==> src/rtl/pipe_pkg.sv <==
// Shared pipeline encodings for the hazard/interrupt controller.
package pipe_pkg;

    typedef enum logic [1:0] {
        IDLE     = 2'd0,
        PUSH_PC  = 2'd1,
        PUSH_CCR = 2'd2,
        VECTOR   = 2'd3
    } hz_state_t;

    localparam logic [1:0] PC_SEQ  = 2'b00;
    localparam logic [1:0] PC_TGT  = 2'b01;
    localparam logic [1:0] PC_VEC  = 2'b10;
    localparam logic [1:0] PC_POP  = 2'b11;

    localparam logic [1:0] FWD_RF  = 2'b00;
    localparam logic [1:0] FWD_MEM = 2'b01;
    localparam logic [1:0] FWD_WB  = 2'b10;

    localparam logic [1:0] INJ_NONE = 2'b00;
    localparam logic [1:0] INJ_PC   = 2'b01;
    localparam logic [1:0] INJ_CCR  = 2'b10;

endpackage

==> src/rtl/fwd_sel.sv <==
// Bypass-source select for one execute-stage operand; memory stage wins over write-back.
module fwd_sel
    import pipe_pkg::*;
#(
    parameter int REG_AW = 3
) (
    input  logic [REG_AW-1:0] opnd,
    input  logic [REG_AW-1:0] mem_rd,
    input  logic              mem_reg_write,
    input  logic [REG_AW-1:0] wb_rd,
    input  logic              wb_reg_write,
    output logic [1:0]        sel
);

    always_comb begin
        sel = FWD_RF;
        if (mem_reg_write && (mem_rd == opnd))
            sel = FWD_MEM;
        else if (wb_reg_write && (wb_rd == opnd))
            sel = FWD_WB;
    end

endmodule

==> src/rtl/pipe_hazard_ctrl.sv <==
// Load-use stall, control-transfer flush, operand forwarding and the
// interrupt entry sequence (push PC, push CCR, vector).
module pipe_hazard_ctrl
    import pipe_pkg::*;
#(
    parameter int REG_AW = 3,
    parameter int CNT_W  = 16
) (
    input  logic              clk,
    input  logic              reset,
    input  logic [REG_AW-1:0] dec_rs,
    input  logic [REG_AW-1:0] dec_rd,
    input  logic              dec_uses_rs,
    input  logic              dec_uses_rd,
    input  logic [REG_AW-1:0] ex_rs,
    input  logic [REG_AW-1:0] ex_rd,
    input  logic              ex_mem_read,
    input  logic              ex_reg_write,
    input  logic [REG_AW-1:0] mem_rd,
    input  logic [REG_AW-1:0] wb_rd,
    input  logic              mem_reg_write,
    input  logic              wb_reg_write,
    input  logic              branch_taken,
    input  logic              jump,
    input  logic              ret_wb,
    input  logic              int_req,
    output logic              fd_enable,
    output logic              fd_flush,
    output logic              de_bubble,
    output logic [1:0]        fwd_src_sel,
    output logic [1:0]        fwd_dst_sel,
    output logic [1:0]        pc_sel,
    output logic              inj_valid,
    output logic [1:0]        inj_op,
    output logic              int_ack,
    output logic [CNT_W-1:0]  stall_cnt
);

    hz_state_t state, state_n, st;
    logic      int_pending;
    logic      load_use;
    logic      xfer;

    fwd_sel #(.REG_AW(REG_AW)) u_fwd_src (
        .opnd(ex_rs), .mem_rd(mem_rd), .mem_reg_write(mem_reg_write),
        .wb_rd(wb_rd), .wb_reg_write(wb_reg_write), .sel(fwd_src_sel)
    );

    fwd_sel #(.REG_AW(REG_AW)) u_fwd_dst (
        .opnd(ex_rd), .mem_rd(mem_rd), .mem_reg_write(mem_reg_write),
        .wb_rd(wb_rd), .wb_reg_write(wb_reg_write), .sel(fwd_dst_sel)
    );

    assign load_use = ex_mem_read && ex_reg_write &&
                      ((dec_uses_rs && (dec_rs == ex_rd)) ||
                       (dec_uses_rd && (dec_rd == ex_rd)));
    assign xfer     = branch_taken || jump;

    // Outputs behave as IDLE while reset is held, before the register clears.
    assign st = reset ? IDLE : state;

    always_comb begin
        fd_enable = 1'b1;
        fd_flush  = 1'b0;
        de_bubble = 1'b0;
        pc_sel    = PC_SEQ;
        inj_valid = 1'b0;
        inj_op    = INJ_NONE;
        int_ack   = 1'b0;
        state_n   = st;

        if (st != VECTOR) begin
            if (ret_wb) begin
                pc_sel    = PC_POP;
                fd_flush  = 1'b1;
                de_bubble = 1'b1;
            end else if (xfer) begin
                pc_sel    = PC_TGT;
                fd_flush  = 1'b1;
                de_bubble = 1'b1;
            end else if (load_use && (st == IDLE)) begin
                fd_enable = 1'b0;
                de_bubble = 1'b1;
            end
        end

        case (st)
            IDLE: begin
                if ((int_pending || int_req) && !load_use && !xfer && !ret_wb)
                    state_n = PUSH_PC;
            end
            PUSH_PC, PUSH_CCR: begin
                // A redirect abandons the push; pending stays set so it restarts.
                if (xfer || ret_wb) begin
                    state_n = IDLE;
                end else begin
                    inj_valid = 1'b1;
                    fd_enable = 1'b0;
                    inj_op    = (st == PUSH_PC) ? INJ_PC : INJ_CCR;
                    state_n   = (st == PUSH_PC) ? PUSH_CCR : VECTOR;
                end
            end
            VECTOR: begin
                pc_sel    = PC_VEC;
                fd_flush  = 1'b1;
                de_bubble = 1'b1;
                int_ack   = 1'b1;
                state_n   = IDLE;
            end
            default: state_n = IDLE;
        endcase
    end

    always_ff @(posedge clk) begin
        if (reset) begin
            state       <= IDLE;
            int_pending <= 1'b0;
            stall_cnt   <= '0;
        end else begin
            state       <= state_n;
            int_pending <= int_req || (int_pending && (state != VECTOR));
            if (!fd_enable && (stall_cnt != {CNT_W{1'b1}}))
                stall_cnt <= stall_cnt + 1'b1;
        end
    end

endmodule

==> config.mk <==
export PLATFORM = sky130hd
export DESIGN_NAME = pipe_hazard_ctrl
export DESIGN_NICKNAME = d
export VERILOG_FILES = /design/src/rtl/pipe_pkg.sv /design/src/rtl/fwd_sel.sv /design/src/rtl/pipe_hazard_ctrl.sv
export SDC_FILE = /design/constraint.sdc
export NUM_CORES = 1
export LEC_CHECK = 0
export ABC_AREA = 1
export BUFFER_PORTS_ARGS = -buffer_cell sky130_fd_sc_hd__buf_4
export CAP_MARGIN = 30
export CORE_ASPECT_RATIO = 1.75
export CORE_UTILIZATION = 45
export CTS_CLUSTER_SIZE = 24
export DETAILED_ROUTE_END_ITERATION = 12
export PLACE_DENSITY = 0.75
export SLEW_MARGIN = 25
export SYNTH_ARGS = -nofsm -noshare
export SYNTH_HDL_FRONTEND = slang
export SYNTH_HIERARCHICAL = 1
export SYNTH_SLANG_ARGS = --single-unit
==> constraint.sdc <==
create_clock -name clk -period 1.6 [get_ports clk]
set_input_delay 0.16 -clock clk [delete_from_list [all_inputs] [get_ports clk]]
set_output_delay 0.16 -clock clk [all_outputs]
set_load 0.03 [all_outputs]
# Word level (Yosys, flattened, before mapping)
# Cells that the tools add are included.
[word_totals] register_bits=19 latchBits=0 ramBits=0 romBits=0 in_bits=30 out_inout_bits=29 word_cells=75 memories=0
[op_classes] addsub=1 multipliers=0 div=0 magnitude_cmp=0 eq_ne=12 shift=0 mux=34 n_bitwise=0 n_reduce_logical=25
[ops] cell="$mux 2" n=13
[ops] cell="$mux 1" n=20
[ops] cell="$eq 3x3->1" n=6
[ops] cell="$add 16x1->16 const B" n=1
[ops] cell="$ne 16x16->1 const B" n=1
[ops] cell="$logic_and 1x1->1" n=14
[ops] cell="$pmux 2 s3" n=1
[ops] cell="$logic_or 1x1->1" n=5
[ops] cell="$eq 2x2->1 const B" n=2
[ops] cell="$logic_not 1->1" n=4
[ops] cell="$ne 2x2->1 const B" n=2
[ops] cell="$eq 2x1->1 const B" n=1
[ops] cell="$logic_not 2->1" n=1
[ops] cell="$reduce_or 2->1" n=1

# Longest topological paths before layout
[depth] depth_word=13 depth_mapped=12 ltp_nobuf=11

# By module
# The synthesis kept the hierarchy.
[modules_own_cells] module="pipe_hazard_ctrl" n_inst=1 cells_per_inst=203 area_per_inst_um2=1318.8 seq_area_each_um2=380.4
[modules_own_cells] module="fwd_sel" n_inst=2 cells_per_inst=33 area_per_inst_um2=145.1 seq_area_each_um2=0.0

# Least setup slack after synthesis
# OpenSTA, ideal clock, no wires.
[synth_timing] path_kind="input-to-reg" startpoint="in reset" endpoint="reg stall_cnt[11]" setup_time_ns=0.070 arrival_ns=1.830 required_ns=1.530 path_slack_ns=-0.301 cell_stages=12 path_buffers=3 cell_sequence="clkbuf_1 inv_1 nand2_1 inv_1 ha_1 nor2_1 nand4_2 nand2_2 buf_6 buf_6 nand3_1 a21oi_1"
[synth_between] elab_chain_cells=11 elab_cells_between_ends=15 classes_between="3 x eq/ne; 7 x mux; 5 x reduce/logical"
[synth_rtl] element="from (decl)" line="pipe_hazard_ctrl.sv:10" source="input logic reset,"
[synth_rtl] element="$mux 2" line="pipe_hazard_ctrl.sv:60" source="assign st = reset ? IDLE : state;"
[synth_rtl] element="$logic_not 2->1" line="pipe_hazard_ctrl.sv:81" source="end else if (load_use && (st == IDLE)) begin"
[synth_rtl] element="$logic_and 1x1->1" line="pipe_hazard_ctrl.sv:81"
[synth_rtl] element="$mux 1" line="pipe_hazard_ctrl.sv:81"
[synth_rtl] element="$mux 1" line="pipe_hazard_ctrl.sv:77" source="end else if (xfer) begin"
[synth_rtl] element="$mux 1" line="pipe_hazard_ctrl.sv:73" source="if (ret_wb) begin"
[synth_rtl] element="$mux 1" line="pipe_hazard_ctrl.sv:72" source="if (st != VECTOR) begin"
[synth_rtl] element="$mux 1" line="pipe_hazard_ctrl.sv:94" source="if (xfer || ret_wb) begin"
[synth_rtl] element="$mux 1" line="pipe_hazard_ctrl.sv:87" source="case (st)"
[synth_rtl] element="$logic_not 1->1" line="pipe_hazard_ctrl.sv:122" source="if (!fd_enable && (stall_cnt != {CNT_W{1'b1}}))"
[synth_rtl] element="$logic_and 1x1->1" line="pipe_hazard_ctrl.sv:122"
[synth_rtl] element="to (signal assigned)" line="pipe_hazard_ctrl.sv:123" source="stall_cnt <= stall_cnt + 1'b1;"
[synth_rtl] element="to (decl)" line="pipe_hazard_ctrl.sv:36" source="output logic [CNT_W-1:0] stall_cnt"
# Parallel ways exist; a longest one is shown, timed or not.
# A chain may end at the register's enable or synchronous reset.

# Worst setup path in the final report
[layout_timing] startpoint="reg state[0]" endpoint="out inj_op[1]"
[layout_between] elab_chain_cells=5 elab_cells_between_ends=7 classes_between="2 x eq/ne; 4 x mux; 1 x reduce/logical"
[layout_rtl] element="from (decl)" line="pipe_hazard_ctrl.sv:39" source="hz_state_t state, state_n, st;"
[layout_rtl] element="from (signal assigned)" line="pipe_hazard_ctrl.sv:120" source="state <= state_n;"
[layout_rtl] element="$mux 2 (*)" line="pipe_hazard_ctrl.sv:60"
[layout_rtl] element="$eq 2x1->1" line="pipe_hazard_ctrl.sv:87, pipe_hazard_ctrl.sv:99"
[layout_rtl] element="$mux 2" line="pipe_hazard_ctrl.sv:99" source="inj_op = (st == PUSH_PC) ? INJ_PC : INJ_CCR;"
[layout_rtl] element="$mux 2" line="pipe_hazard_ctrl.sv:94"
[layout_rtl] element="$mux 2 (*)" line="pipe_hazard_ctrl.sv:87"
[layout_rtl] element="to (decl)" line="pipe_hazard_ctrl.sv:34" source="output logic [1:0] inj_op,"
# Mark *: on every way between the ends. The rest lies on a longest branch, timed or not.

==> run summary <==
Result of the run - finished with violations
Violated checks - setup timing
Total I/O pin count - 59
Area of placed instances - 2260 um^2
Hold buffer count at cts - 0
Time the final worst path needs with I/O delays and setup - 1.75 ns
Synthesized net count - 303
Count of final hold-check violations - 0
Final worst path period share - 110%
Required time of the critical path - 1.44 ns
Area fraction of the dominant cell type after synthesis - 23.6%
Cell variety after synth - 28
Arrival time worst endpoint - 1.59 ns
Average via count per standard cell - 5.03
Max H-tree Level - 1
Int Power - 801 uW
Number of design rule violations left after detail routing - 0
Die Ht - 81.1 um
Number of I/O port buffers - 58
Crit path setup slack, layout - -0.152 ns
Top-count cell post-synth - nand2_1
Endpoint class of the critical path - primary output
First-pass GRT wire length - 6.82 mm
FP Rows - 28
Final global-route overflow total - 0
Die footprint - 3830 um^2
Number of warnings reported in the yosys synthesis log - 6
Transition time at the pin with the least slew margin - 0.420 ns
Cell count after synthesis - 269
RSZ-0062 raised after global routing - yes
Initial cell density of the core - 47.3%
CORE AREA - 3400 um^2
Sequential share of power - 41.3%
Via count of the first global-routing pass - 1755
Antenna violations before repair - 0
Detailed Routing Iterations Pass 1 - 4
Leading cell types by count after synthesis - nand2_1 (80), inv_1 (38), nor2_1 (31), nand3_1 (24)
Critical path peak fanout - 3
Clock tree from TritonCTS - built
Flip-flop cell with the highest count after synthesis - dfxtp_1
DR WL/cell - 13.5 um
Timing-limited maximum frequency - 571 MHz
Sinks on the clock net - 19
Count of antenna-violating nets left after detailed routing - 0
Post-route insts no fill - 403
Last weighted congestion value of the routability-driven placer - 0.852
Number of design-rule violations left by the first detailed-router iteration - 50
# fillers - 266
Flip-flop and latch count after synthesis - 19
Post-route cell area - 2620 um^2
Flop-to-flop setup slack - -0.06 ns
Diodes inserted - 0
Max-slew violations - 0
Sort of element at the start of the critical path - flip-flop
Highest ir drop seen on vdd - 599 uV
Bufs on Longest Clock Path - 2
Max-cap violations - 0
Horizontal extent of the die - 47.2 um
Mapped Area - 1610 um^2
Power per standard cell area - 447 nW/um^2
Instance count after placement with tap cells included - 388
Ranking of synthesized cells by area - dfxtp_1 (24%), nand2_1 (19%), inv_1 (8.9%)
Wire length reported by the detailed router - 5.45 mm
Normalized max-slew margin - 71.9%
Sw frac - 31.4%
Combinational share of power - 27.9%
Mean area per synthesized cell - 5.98 um^2
Nets@finish - 393
Final setup violating endpoints - 6
Switching power total - 367 uW
Clock latency of the later-clocked register in the worst-skew pair - 0.27 ns
Maximum number of pins on one net before global-route repair - 16
Overall power of the completed layout - 1.17 mW
Number of flops mapped to enable cells by yosys - 0
Fraction of layout cells with a size suffix above 1 - 43.6%
Sequential share of the synthesized area - 23.6%
Clock group share of total power - 30.8%
TritonCTS Buffers - 3
Synthesis-to-layout area growth - 62.5%
Clk pin slew, worst setup/hold paths - 0.08 ns
Total routing usage reported by global routing - 24.8%
Root buffer cell - clkbuf_8
Most area-hungry cell type in the Yosys netlist - dfxtp_1
Via count of the routed design - 2026
Total leakage power - 1.29 nW
HP Class - input pin to flip-flop
Worst clock skew - 0.00125 ns
Kind of critical path - flip-flop to primary output
FFs w/ async S/R, synth - 0%
Sum of net half-perimeters after detailed placement - 3.51 mm
cell usage in the layout (no fill, tap or decap), types with 2 or more instances in the layout:
cell type,Yosys,routed
inv_1,38,35
nand3_2,2,9
buf_4,0,77
inv_2,7,10
dfxtp_1,19,12
nor3_2,0,2
nor2_1,31,26
dfxtp_4,0,2
xor2_1,6,6
nand2_4,1,3
ha_4,0,3
dfxtp_2,0,5
nand3_1,24,17
buf_6,3,9
a21oi_2,2,5
xnor2_1,7,7
nor2_4,3,6
buf_8,0,2
a21oi_1,19,15
o21ai_1,1,2
nand2_1,80,77
clkbuf_8,0,3
nand3b_4,1,2
nor2_2,2,4
nand2_2,6,7
worst max-delay path, cell delays in order, from the launching register on:
cell,delay [ns]
dfxtp_2,0.34
inv_2,0.05
nor2_4,0.15
inv_2,0.07
ha_4,0.28
nand2_4,0.07
buf_6,0.13
nor2_4,0.09
buf_6,0.14
power groups by stage:
stage	clock network, mW	registers (mW)	logic, mW
2_1_floorplan	0	0.492	0.148
3_3_place_gp	0	0.491	0.264
3_5_place_dp	0	0.492	0.267
4_1_cts	0.353	0.482	0.280
5_1_grt	0.373	0.483	0.354
6_report	0.360	0.482	0.325
repair_timing:
| action | CTS | global route |
|---|---|---|
| resized for setup | 13 | 33 |
| gates cloned | 0 | 3 |
| pin swaps | 5 | 16 |
| endpoints found under the setup margin | 4 | 22 |
| buffers inserted | 3 | 5 |
registers in the layout, summed over array words and instances, names as in the netlist:
signal	cells
state	2
int_pending	1
stall_cnt	16
routing by layer:
layer  track usage, %  up-vias  wire length [um]
li1                 -     1002                 -
met1             20.4      918              1830
met2             51.0       81              3100
met3             2.67       25               275
met4             13.1        0               255
met5                0        -                 0
metrics by stage:
step / worst slack [ns] / setup TNS, ns / hold slack, ns / utilization [%]
2_1_floorplan: -0.0103 / -0.0551 / 0.277 / -
3_3_place_gp: 0.0763 / 0 / 0.394 / 66.6
3_5_place_dp: 0.0333 / 0 / 0.404 / 66.6
4_1_cts: -0.116 / -0.372 / 0.131 / 69.8
5_1_grt: -0.172 / -1.08 / 0.147 / 77.0
6_report: -0.152 / -0.461 / 0.133 / 77.0
final cells by class:
| cell class | instances | area (um^2) | share of cell area, % |
|---|---|---|---|
| Clock buffer | 3 | 41.3 | 1.58 |
| Clock inverter | 1 | 5.00 | 0.191 |
| Inverter | 46 | 173 | 6.60 |
| Multi-Input combinational cell | 200 | 1210 | 46.3 |
| Sequential cell | 19 | 394 | 15.1 |
| Tap cell | 45 | 56.3 | 2.15 |
| Timing Repair Buffer | 89 | 734 | 28.1 |
kinds of logic (layout without fill, tap and decap cells):
| family | count (synthesis) | in the layout | share of synthesized area (%) |
|---|---|---|---|
| xor+xnor | 13 | 13 | 7.08 |
| buf+inv | 52 | 139 | 13.6 |
| fa+ha+maj | 4 | 4 | 3.11 |
| simple gates | 156 | 158 | 44.2 |
| compound gates | 25 | 25 | 8.32 |
| flops | 19 | 19 | 23.6 |
worst paths after layout:
kind,from,end,cells after the start
min reg2reg,stall_cnt[1],stall_cnt[1],2
min,int_req,int_pending,3
max reg2reg,state[1],stall_cnt[12],11
max,state[0],inj_op[1],8
No activity file was read; power rests on OpenSTA's default activity.
